`config.mk`:
```
export PLATFORM = sky130hd
export DESIGN_NAME = shift_reg_sequencer_flat
export DESIGN_NICKNAME = d
export VERILOG_FILES = /design/src/rtl/shift_reg_sequencer_pkg.sv /design/src/rtl/shift_reg_sequencer_if.sv /design/src/rtl/shift_reg_sequencer_core.sv /design/src/rtl/shift_reg_sequencer.sv /design/src/flat_wrapper.sv
export SDC_FILE = /design/constraint.sdc
export NUM_CORES = 1
export LEC_CHECK = 0
export BUFFER_PORTS_ARGS = -buffer_cell sky130_fd_sc_hd__buf_4
export CAP_MARGIN = 20
export CORE_AREA = 2 2 61 63
export DETAILED_ROUTE_END_ITERATION = 6
export DIE_AREA = 0 0 63 65
export HOLD_SLACK_MARGIN = 0.05
export PLACE_DENSITY = 0.59
export SKIP_LAST_GASP = 1
export SYNTH_ARGS = -nofsm -noshare
export SYNTH_HDL_FRONTEND = slang
export SYNTH_SLANG_ARGS = --single-unit
```
`constraint.sdc`:
```
create_clock -name clk -period 2.2 [get_ports clk]
set_input_delay 0 -clock clk [delete_from_list [all_inputs] [get_ports clk]]
set_output_delay 0 -clock clk [all_outputs]
set_load 0.03 [all_outputs]
```
`src/rtl/shift_reg_sequencer_pkg.sv`:
```
// Shared types for the shift-register sequencer: command ops, FSM states
// and the datapath step-mode encodings.
package shift_seq_pkg;

    typedef enum logic [1:0] {
        OP_LOAD   = 2'b00,
        OP_SHIFT  = 2'b01,
        OP_ROTATE = 2'b10,
        OP_DSHIFT = 2'b11
    } op_e;

    typedef enum logic [1:0] {
        ST_IDLE = 2'b00,
        ST_RUN  = 2'b01,
        ST_DONE = 2'b10
    } state_e;

    typedef enum logic [1:0] {
        MODE_HOLD   = 2'b00,
        MODE_SHIFT  = 2'b01,
        MODE_ROTATE = 2'b10,
        MODE_DSHIFT = 2'b11
    } mode_e;

endpackage

```
`src/rtl/shift_reg_sequencer_if.sv`:
```
// Command and serial-input handshakes between the host side and the sequencer.
interface shift_reg_sequencer_if #(
    parameter int WIDTH = 8,
    parameter int CNT_W = 4
);
    logic             cmd_valid;
    logic             cmd_ready;
    logic [1:0]       cmd_op;
    logic [CNT_W-1:0] cmd_cnt;
    logic [WIDTH-1:0] cmd_data;
    logic             sin_valid;
    logic             sin_bit;
    logic             sin_ready;

    modport master (
        output cmd_valid, cmd_op, cmd_cnt, cmd_data, sin_valid, sin_bit,
        input  cmd_ready, sin_ready
    );

    modport slave (
        input  cmd_valid, cmd_op, cmd_cnt, cmd_data, sin_valid, sin_bit,
        output cmd_ready, sin_ready
    );
endinterface

```
`src/rtl/shift_reg_sequencer_core.sv`:
```
// WIDTH-bit right-shift register: hold / serial shift / rotate / double shift,
// plus parallel load which takes priority over the step mode.
module shift_reg_core
    import shift_seq_pkg::*;
#(
    parameter int WIDTH = 8
) (
    input  logic             clk,
    input  logic             Re,
    input  mode_e            mode,
    input  logic             s_in,
    input  logic             load_en,
    input  logic [WIDTH-1:0] load_data,
    output logic [WIDTH-1:0] q
);
    logic [WIDTH-1:0] q_d, q_q;

    always_comb begin
        q_d = q_q;
        if (load_en) begin
            q_d = load_data;
        end else begin
            case (mode)
                MODE_SHIFT:  q_d = {s_in, q_q[WIDTH-1:1]};
                MODE_ROTATE: q_d = {q_q[0], q_q[WIDTH-1:1]};
                MODE_DSHIFT: q_d = {s_in, s_in, q_q[WIDTH-1:2]};
                default:     q_d = q_q;
            endcase
        end
    end

    always_ff @(posedge clk) begin
        if (!Re) q_q <= '0;
        else     q_q <= q_d;
    end

    assign q = q_q;
endmodule

```
`src/rtl/shift_reg_sequencer.sv`:
```
// Command sequencer for shift_reg_core: IDLE -> RUN -> DONE, one step per clock,
// stalling SHIFT/DSHIFT steps until a serial bit arrives. Optional abort: SHIFT_SEQ_ABORT_EN.
module shift_reg_sequencer
    import shift_seq_pkg::*;
#(
    parameter int WIDTH = 8,
    parameter int CNT_W = 4
) (
    input  logic                  clk,
    input  logic                  Re,
    shift_reg_sequencer_if.slave  bus,
`ifdef SHIFT_SEQ_ABORT_EN
    input  logic                  abort,
`endif
    output logic                  busy,
    output logic                  done,
    output logic [WIDTH-1:0]      Q
);
    state_e           state_d, state_q;
    op_e              op_d, op_q;
    logic [CNT_W-1:0] rem_d, rem_q;
    logic [WIDTH-1:0] data_d, data_q;
    mode_e            mode;
    logic             load_en;
    logic             step_ok;

    always_comb begin
        state_d       = state_q;
        op_d          = op_q;
        rem_d         = rem_q;
        data_d        = data_q;
        mode          = MODE_HOLD;
        load_en       = 1'b0;
        step_ok       = 1'b0;
        bus.cmd_ready = 1'b0;
        bus.sin_ready = 1'b0;
        done          = 1'b0;

        case (state_q)
            ST_IDLE: begin
                bus.cmd_ready = 1'b1;
                if (bus.cmd_valid) begin
                    op_d    = op_e'(bus.cmd_op);
                    rem_d   = bus.cmd_cnt;
                    data_d  = bus.cmd_data;
                    state_d = ST_RUN;
                end
            end
            ST_RUN: begin
`ifdef SHIFT_SEQ_ABORT_EN
                if (abort) begin
                    rem_d   = '0;
                    state_d = ST_DONE;
                end else
`endif
                if (op_q == OP_LOAD) begin
                    load_en = 1'b1;
                    state_d = ST_DONE;
                end else if (rem_q == '0) begin
                    state_d = ST_DONE;
                end else if (op_q == OP_ROTATE) begin
                    mode    = MODE_ROTATE;
                    step_ok = 1'b1;
                end else begin
                    // SHIFT/DSHIFT: step only on an edge that consumes a bit
                    bus.sin_ready = 1'b1;
                    if (bus.sin_valid) begin
                        mode    = (op_q == OP_DSHIFT) ? MODE_DSHIFT : MODE_SHIFT;
                        step_ok = 1'b1;
                    end
                end
                if (step_ok) begin
                    rem_d = rem_q - CNT_W'(1);
                    if (rem_q == CNT_W'(1)) state_d = ST_DONE;
                end
            end
            ST_DONE: begin
                done    = 1'b1;
                state_d = ST_IDLE;
            end
            default: state_d = ST_IDLE;
        endcase
    end

    always_ff @(posedge clk) begin
        if (!Re) begin
            state_q <= ST_IDLE;
            op_q    <= OP_LOAD;
            rem_q   <= '0;
            data_q  <= '0;
        end else begin
            state_q <= state_d;
            op_q    <= op_d;
            rem_q   <= rem_d;
            data_q  <= data_d;
        end
    end

    assign busy = (state_q != ST_IDLE);

    shift_reg_core #(.WIDTH(WIDTH)) u_core (
        .clk       (clk),
        .Re        (Re),
        .mode      (mode),
        .s_in      (bus.sin_bit),
        .load_en   (load_en),
        .load_data (data_q),
        .q         (Q)
    );
endmodule
```
`src/flat_wrapper.sv`:
```
// flat-port wrapper written by rule: the top's interface ports become plain ports
module shift_reg_sequencer_flat import shift_seq_pkg::*;
#(
    parameter int WIDTH = 8,
    parameter int CNT_W = 4
)
  (clk, Re, busy, done, Q, bus_cmd_valid, bus_cmd_op, bus_cmd_cnt, bus_cmd_data, bus_sin_valid, bus_sin_bit, bus_cmd_ready, bus_sin_ready);
  shift_reg_sequencer_if #(.WIDTH(WIDTH), .CNT_W(CNT_W)) bus_i ();
  input  logic clk;
  input  logic Re;
  output logic busy;
  output logic done;
  output logic [WIDTH-1:0] Q;
  input wire logic [$bits(bus_i.cmd_valid)-1:0] bus_cmd_valid;
  input wire logic [$bits(bus_i.cmd_op)-1:0] bus_cmd_op;
  input wire logic [$bits(bus_i.cmd_cnt)-1:0] bus_cmd_cnt;
  input wire logic [$bits(bus_i.cmd_data)-1:0] bus_cmd_data;
  input wire logic [$bits(bus_i.sin_valid)-1:0] bus_sin_valid;
  input wire logic [$bits(bus_i.sin_bit)-1:0] bus_sin_bit;
  output wire logic [$bits(bus_i.cmd_ready)-1:0] bus_cmd_ready;
  output wire logic [$bits(bus_i.sin_ready)-1:0] bus_sin_ready;
  assign bus_i.cmd_valid = bus_cmd_valid;
  assign bus_i.cmd_op = bus_cmd_op;
  assign bus_i.cmd_cnt = bus_cmd_cnt;
  assign bus_i.cmd_data = bus_cmd_data;
  assign bus_i.sin_valid = bus_sin_valid;
  assign bus_i.sin_bit = bus_sin_bit;
  assign bus_cmd_ready = bus_i.cmd_ready;
  assign bus_sin_ready = bus_i.sin_ready;
  shift_reg_sequencer #(.WIDTH(WIDTH), .CNT_W(CNT_W)) u_core (.clk(clk), .Re(Re), .bus(bus_i), .busy(busy), .done(done), .Q(Q));
endmodule
```
==> run_results.csv, run 1 <==
group,metric,value,unit
clock_tree,cts_tree,"done",
yosys,synth-xor-area-share,0,%
yosys,ys_warn_count,0,
clock_tree,cts_buffers,3,
detailed_routing,num_vias,1289,
power,leakagePower,0.768,nW
setup_path,cp_max_fo,4,
setup_path,cp.required,2.42,ns
die,core_area,0.00350,mm^2
run_status,status,"finished clean",
setup_path,start_kind,"register",
clock_tree,cts-root-buf,"clkbuf_4",
sta,tightest_slew,0.615,ns
finish,final_cell_area,0.00189,mm^2
sta,setup_viol,0,
placement,io_buffers,30,
detailed_routing,wl,3220,um
yosys,async_flop_share,0,%
detailed_routing,firstDrtPassIters,4,
yosys,synth_top_family_by_area,"simple AND/OR/NAND/NOR gates",
global_route,first_global_vias,1197,
sta,fin_crit_sh,94.6,%
setup_path,cp_num_buf_inv,2,
clock_tree,clock_sinks,24,
yosys,synthAdderAreaFrac,3.80,%
detailed_routing,drc,0,
die,die-area,0.00410,mm^2
finish,diodes,0,
yosys,synth_compound_area_share,26.3,%
clock_tree,clock_path_buffers,2,
setup_path,worstSetupPathType,"reg2reg",
finish,register_area,482,um^2
power,power_density,605,mW/mm^2
detailed_routing,avgViaCountPerCell,4.98,
yosys,muxShareOfSynthArea,0.759,%
yosys,syn_inst,162,
die,pin_count,31,
finish,fillCellCount,337,
setup_path,cp.arrival,2.31,ns
finish,final_layout_size_suffix_gt1_share,26.5,%
yosys,ys_seq_elements,24,
finish,fin_nets,235,
sta,final-max-slew-violation-count,0,
yosys,synth_seq_area_share,36.4,%
global_route,grt_max_degree,27,
die,initial_core_util,37.7,%
setup_path,crit_path_max_incr_delay,0.36,ns
yosys,synth_cell_types,37,
detailed_routing,wl_per_cell,12.4,um
finish,multiInputGateArea,812,um^2
placement,post_dp_cell_area,0.00158,mm^2
detailed_routing,drt_iter0_markers,51,
setup_path,endpoint_kind,"register",
yosys,synth-edff-count,0,
sta,tns,0,ns
yosys,synth_nets,185,
finish,layoutNonFillerInstCount,259,
clock_tree,htree_levels,1,
detailed_routing,postRouteAntennaNets,0,
sta,maxSlewHeadroom,58.8,%
sta,fin_skew,0.0102,ns
yosys,postSynthAreaPerCell,8.14,um^2
yosys,netlist_area,0.00132,mm^2
power,ir_worst_vdd,0.000244,V
yosys,synth_flop_cell,"dfxtp_1",
sta,hold_viol,0,
finish,syn_to_final_growth,43.0,%
sta,min_period,2.08,ns
setup_path,crit_path_cell_trace,"inv_1 > ha_4 > nor3b_4 > nor2_1 > and3_1 > inv_1 > ha_1 > nand2b_4 > a221o_1 > o21ai_1 > o21ai_1",
global_route,grt_usage,16.4,%
die,fp.dieW,63,um
min_path,hp-class,"in2reg",
sta,fmax,480,MHz
flow_run,max-cap-violations,0,
setup_path,cp_slowest_cell,"dfxtp_1",
global_route,antenna_found_initial,0,
global_route,grt_pass1_wl,5400,um
placement,gp_congestion,0.853,
yosys,yosys.area_share.simple,26.9,%
placement,placed_cells_incl_taps,234,
die,die_h,65,um
placement,dp_hpwl,2240,um
clock_tree,path_clk_slew,0.14,ns
global_route,overflow,0,
clock_tree,clkLatencyLatePin,0.32,ns
setup_path,cp_top_family,"simple AND/OR/NAND/NOR gates",
die,rows,22,
## timing repair
item | in CTS | in global routing
resized for setup | 2 | 10
endpoints found under the setup margin | 7 | 10
setup buffers | 1 | 1
hold endpoints to repair | 17 | 0
hold buffers | 19 | 0
cloned | 0 | 0
## final timing paths
path                    start                  to  slack [ns]  cells past startpoint
max           u_core.rem_q[0]  u_core.u_core.q[3]        0.12                     11
min               bus_sin_bit  u_core.u_core.q[6]        0.09                      4
max reg2reg   u_core.rem_q[0]  u_core.u_core.q[3]        0.12                     11
min reg2reg  u_core.data_q[2]    u_core.data_q[2]        0.48                      2
## where the power goes
group | total [mW] | internal [mW] | switching [mW]
registers | 0.504 | 0.469 | 0.0359
clock network | 0.323 | 0.184 | 0.139
logic | 0.313 | 0.159 | 0.154
total | 1.14 | 0.812 | 0.329
## cell usage in the layout, fill, tap and decap left out, types with 2 or more instances in the layout
cell | Yosys | layout
o2bb2ai_1 | 4 | 4
dlygate4sd3_1 | 0 | 19
a221o_1 | 3 | 3
buf_4 | 0 | 36
inv_1 | 4 | 3
o21ai_0 | 3 | 3
nor3_1 | 3 | 3
inv_2 | 1 | 2
nand3_1 | 7 | 7
nand2_1 | 30 | 30
a21boi_0 | 2 | 2
ha_1 | 4 | 2
nor2_1 | 6 | 6
a21boi_1 | 14 | 14
a21oi_1 | 9 | 9
o22ai_1 | 2 | 2
clkbuf_4 | 0 | 3
nand2b_4 | 1 | 3
nor2b_1 | 3 | 3
o21ai_1 | 10 | 10
and3_1 | 2 | 2
dfxtp_1 | 24 | 23
or3_1 | 2 | 2
## cells by family after synthesis
group,count (synthesis)
AO/OA/AOI/OAI,51
adder cells (fa/ha/maj),4
buffers and inverters,15
flip-flops,24
multiplexers,1
AND/OR/NAND/NOR,67
## tightest hold or removal path, delay by kind of cell
kind                   cells  cell delay (ns)
AO/OA/AOI/OAI              3             0.31
buffers and inverters      1             0.09
## synth_stat cells (2+ instances only)
cell type  number  area, um^2
a21boi_0        2        15.0
a21boi_1       14         105
a21oi_1         9        45.0
a221o_1         3        30.0
and2_1          2        12.5
and3_1          2        12.5
buf_2           4        20.0
buf_6           2        22.5
clkbuf_1        4        15.0
dfxtp_1        24         480
ha_1            4        50.1
inv_1           4        15.0
nand2_1        30         113
nand2b_1        3        18.8
nand3_1         7        35.0
nor2_1          6        22.5
nor2b_1         3        18.8
nor3_1          3        15.0
nor3b_1         2        15.0
o21ai_0         3        15.0
o21ai_1        10        50.1
o22ai_1         2        12.5
o2bb2ai_1       4        35.0
or3_1           2        12.5
## through the flow
stage	hold slack [ns]	total power, mW	worst slack, ns	utilization (%)
5_1_grt	0.106	1.21	-0.000977	53.9
3_3_place_gp	0.247	0.768	0.0715	45.2
3_5_place_dp	0.259	0.772	-0.0331	45.2
2_1_floorplan	0.135	0.690	0.0640	-
4_1_cts	0.0896	1.13	0.00129	52.6
6_report	0.0931	1.14	0.119	53.9
## registers in the layout (all words and copies together) (netlist names)
register	count
u_core.data_q	8
u_core.op_q	2
u_core.u_core.q	8
u_core.rem_q	4
u_core.state_q	2
## metal layers
metal	vias up	part of all wire [%]	track usage, %	wire length (um)
met4	0	1.8	5.83	58
li1	669	-	-	-
met3	6	3.9	2.43	125
met1	584	50	21.4	1610
met2	30	44	27.5	1430
met5	-	0	0	0
## layout make-up
type                       instances  share of cell area, %
multi-input combinational        123                   43.1
sequential                        24                   25.5
timing repair buffer              55                   24.4
tap                               48                   3.19
clock inverter                     1                   1.59
clock buffer                       3                   1.19
inverter                           5                  0.995
Power figures use the tool's default switching activity.
==> run 2, diff against run 1 <==
--- a/config.mk
+++ b/config.mk
@@ -11,7 +11,6 @@
 export DETAILED_ROUTE_END_ITERATION = 6
 export DIE_AREA = 0 0 63 65
 export HOLD_SLACK_MARGIN = 0.05
-export PLACE_DENSITY = 0.59
 export SKIP_LAST_GASP = 1
 export SYNTH_ARGS = -nofsm -noshare
 export SYNTH_HDL_FRONTEND = slang
==> constraint.sdc (replaced) <==
create_clock -name clk -period 2.2 [get_ports clk]
set_input_delay 0.33 -clock clk [delete_from_list [all_inputs] [get_ports clk]]
set_output_delay 0.33 -clock clk [all_outputs]
set_load 0.03 [all_outputs]
==> run_results.csv, run 2 (same netlist as run 1, synthesis figures left out) <==
group,metric,value,unit
run_status,status,"finished clean",
sta,fin_skew,0.00319,ns
finish,layout_commonest_cell,"buf_4",
die,core_area,0.00350,mm^2
power,power_density,658,mW/mm^2
global_route,grt_max_degree,27,
placement,gp_congestion,0.861,
finish,final_cell_area,0.00168,mm^2
detailed_routing,drt_iter0_markers,98,
sta,fmax,481,MHz
global_route,overflow,0,
placement,dp_hpwl,2280,um
setup_path,regToRegStartpoint,"u_core.rem_q[1]",
setup_path,cp.required,2.42,ns
clock_tree,clkLatencyLatePin,0.32,ns
global_route,antenna_found_initial,0,
sta,hold_viol,0,
power,leakagePower,0.677,nW
die,die_h,65,um
finish,final_layout_size_suffix_gt1_share,28.1,%
min_path,hp-class,"in2reg",
setup_path,endpoint_kind,"register",
finish,diodes,0,
global_route,grt_usage,15.9,%
die,pin_count,31,
sta,setup_viol,0,
clock_tree,clock_sinks,24,
finish,final_cell_mix,"buf_4 (36), nand2_1 (30), dfxtp_1 (23), a21boi_1 (14), o21ai_1 (10)",
sta,final-max-slew-violation-count,0,
detailed_routing,num_vias,1234,
finish,fin_nets,216,
placement,post_dp_cell_area,0.00158,mm^2
flow_run,max-cap-violations,0,
detailed_routing,wl_met3,124,um
detailed_routing,wl,3150,um
sta,tightest_slew,0.604,ns
min_path,hold_end,"u_core.data_q[6]",
die,fp.dieW,63,um
clock_tree,htree_levels,1,
setup_path,rrSetupSlack,0.12,ns
finish,syn_to_final_growth,27.7,%
finish,fillCellCount,365,
detailed_routing,postRouteAntennaNets,0,
clock_tree,cts-root-buf,"clkbuf_4",
setup_path,start_kind,"register",
detailed_routing,firstDrtPassIters,4,
detailed_routing,highest_layer,"met4",
finish,final_util,48.2,%
placement,io_buffers,30,
setup_path,worstSetupPathType,"reg2reg",
sta,min_period,2.08,ns
clock_tree,cts_tree,"done",
clock_tree,cts_buffers,3,
sta,tns,0,ns
detailed_routing,drc,0,
clock_tree,path_clk_slew,0.14,ns
clock_tree,postCtsHoldBufs,0,
setup_path,cp.arrival,2.30,ns
setup_path,worst-r2r-cell-count,11,
detailed_routing,wl_met2,1630,um
setup_path,r2r-end,"u_core.u_core.q[6]",
min_path,hp-start,"bus_cmd_data[6]",
global_route,first_global_vias,1142,
setup_path,cp_max_fo,7,
die,die-area,0.00410,mm^2
sta,fin_crit_sh,94.5,%
detailed_routing,avgViaCountPerCell,5.14,
sta,maxSlewHeadroom,59.5,%
die,initial_core_util,37.7,%
detailed_routing,wl_per_cell,13.1,um
power,ir_worst_vdd,0.000279,V
global_route,grt_pass1_wl,5130,um
clock_tree,clock_path_buffers,2,
detailed_routing,met1Wirelength,1360,um
min_path,hold_depth,3,
die,rows,22,
run 2: per-layer routing:
layer  global-route usage, %  vias up
met5                       0        -
met4                    7.50        0
met3                    2.60        4
met2                    28.9       26
met1                    18.0      571
li1                        -      633
run 2: timing repair:
action                                  CTS  global route
setup buffers                             0             2
gates resized for setup                   4             6
endpoints found under the setup margin    7             8
pin swaps                                 0             1
run 2: worst max path at each step:
stage / start / end / slack (ns) / cells after the start
final: u_core.rem_q[1] / u_core.u_core.q[6] / 0.12 / 11
after CTS: u_core.rem_q[0] / u_core.u_core.q[6] / 0.02 / 11
after global routing: u_core.rem_q[1] / u_core.u_core.q[3] / -0.009 / 10
after detailed placement: u_core.rem_q[1] / u_core.u_core.q[2] / -0.007 / 10
after floorplan: u_core.rem_q[0] / u_core.u_core.q[1] / 0.06 / 12
after global placement: u_core.rem_q[1] / u_core.u_core.q[2] / 0.09 / 11
run 2: power breakdown:
| part | internal [mW] | switching, mW | leakage [nW] |
|---|---|---|---|
| Combinational | 0.132 | 0.150 | 0.452 |
| Sequential | 0.468 | 0.0358 | 0.197 |
| Clock | 0.184 | 0.139 | 0.0279 |
run 2: cell type report:
cell class                 instances  area, um^2  share of cell area [%]
clock inverter                     1        30.0                    1.78
clock buffer                       3        22.5                    1.34
timing repair buffer              36         270                    16.0
tap                               48        60.1                    3.57
multi-input combinational        123         801                    47.5
inverter                           5        18.8                    1.11
sequential                        24         482                    28.6
run 2: through the flow:
stage                     instances  setup slack [ns]  hold slack (ns)  total power, mW
after global routing            240          -0.00918            0.223             1.18
after CTS                       238            0.0194            0.233             1.10
final                           240             0.120            0.239             1.11
after floorplan                 162            0.0640            0.435            0.690
after global placement          234            0.0925            0.449            0.769
after detailed placement        234          -0.00703            0.454            0.779
run 2: critical path: stages, from the launching register on:
cell and delay (ns):
dfxtp_2 0.36, inv_1 0.06, ha_2 0.18, nor3b_4 0.16, nor2_2 0.11, and3_1 0.19
inv_1 0.05, ha_1 0.22, nand2b_4 0.18, a221o_1 0.31, o21ai_1 0.08, o21ai_1 0.08
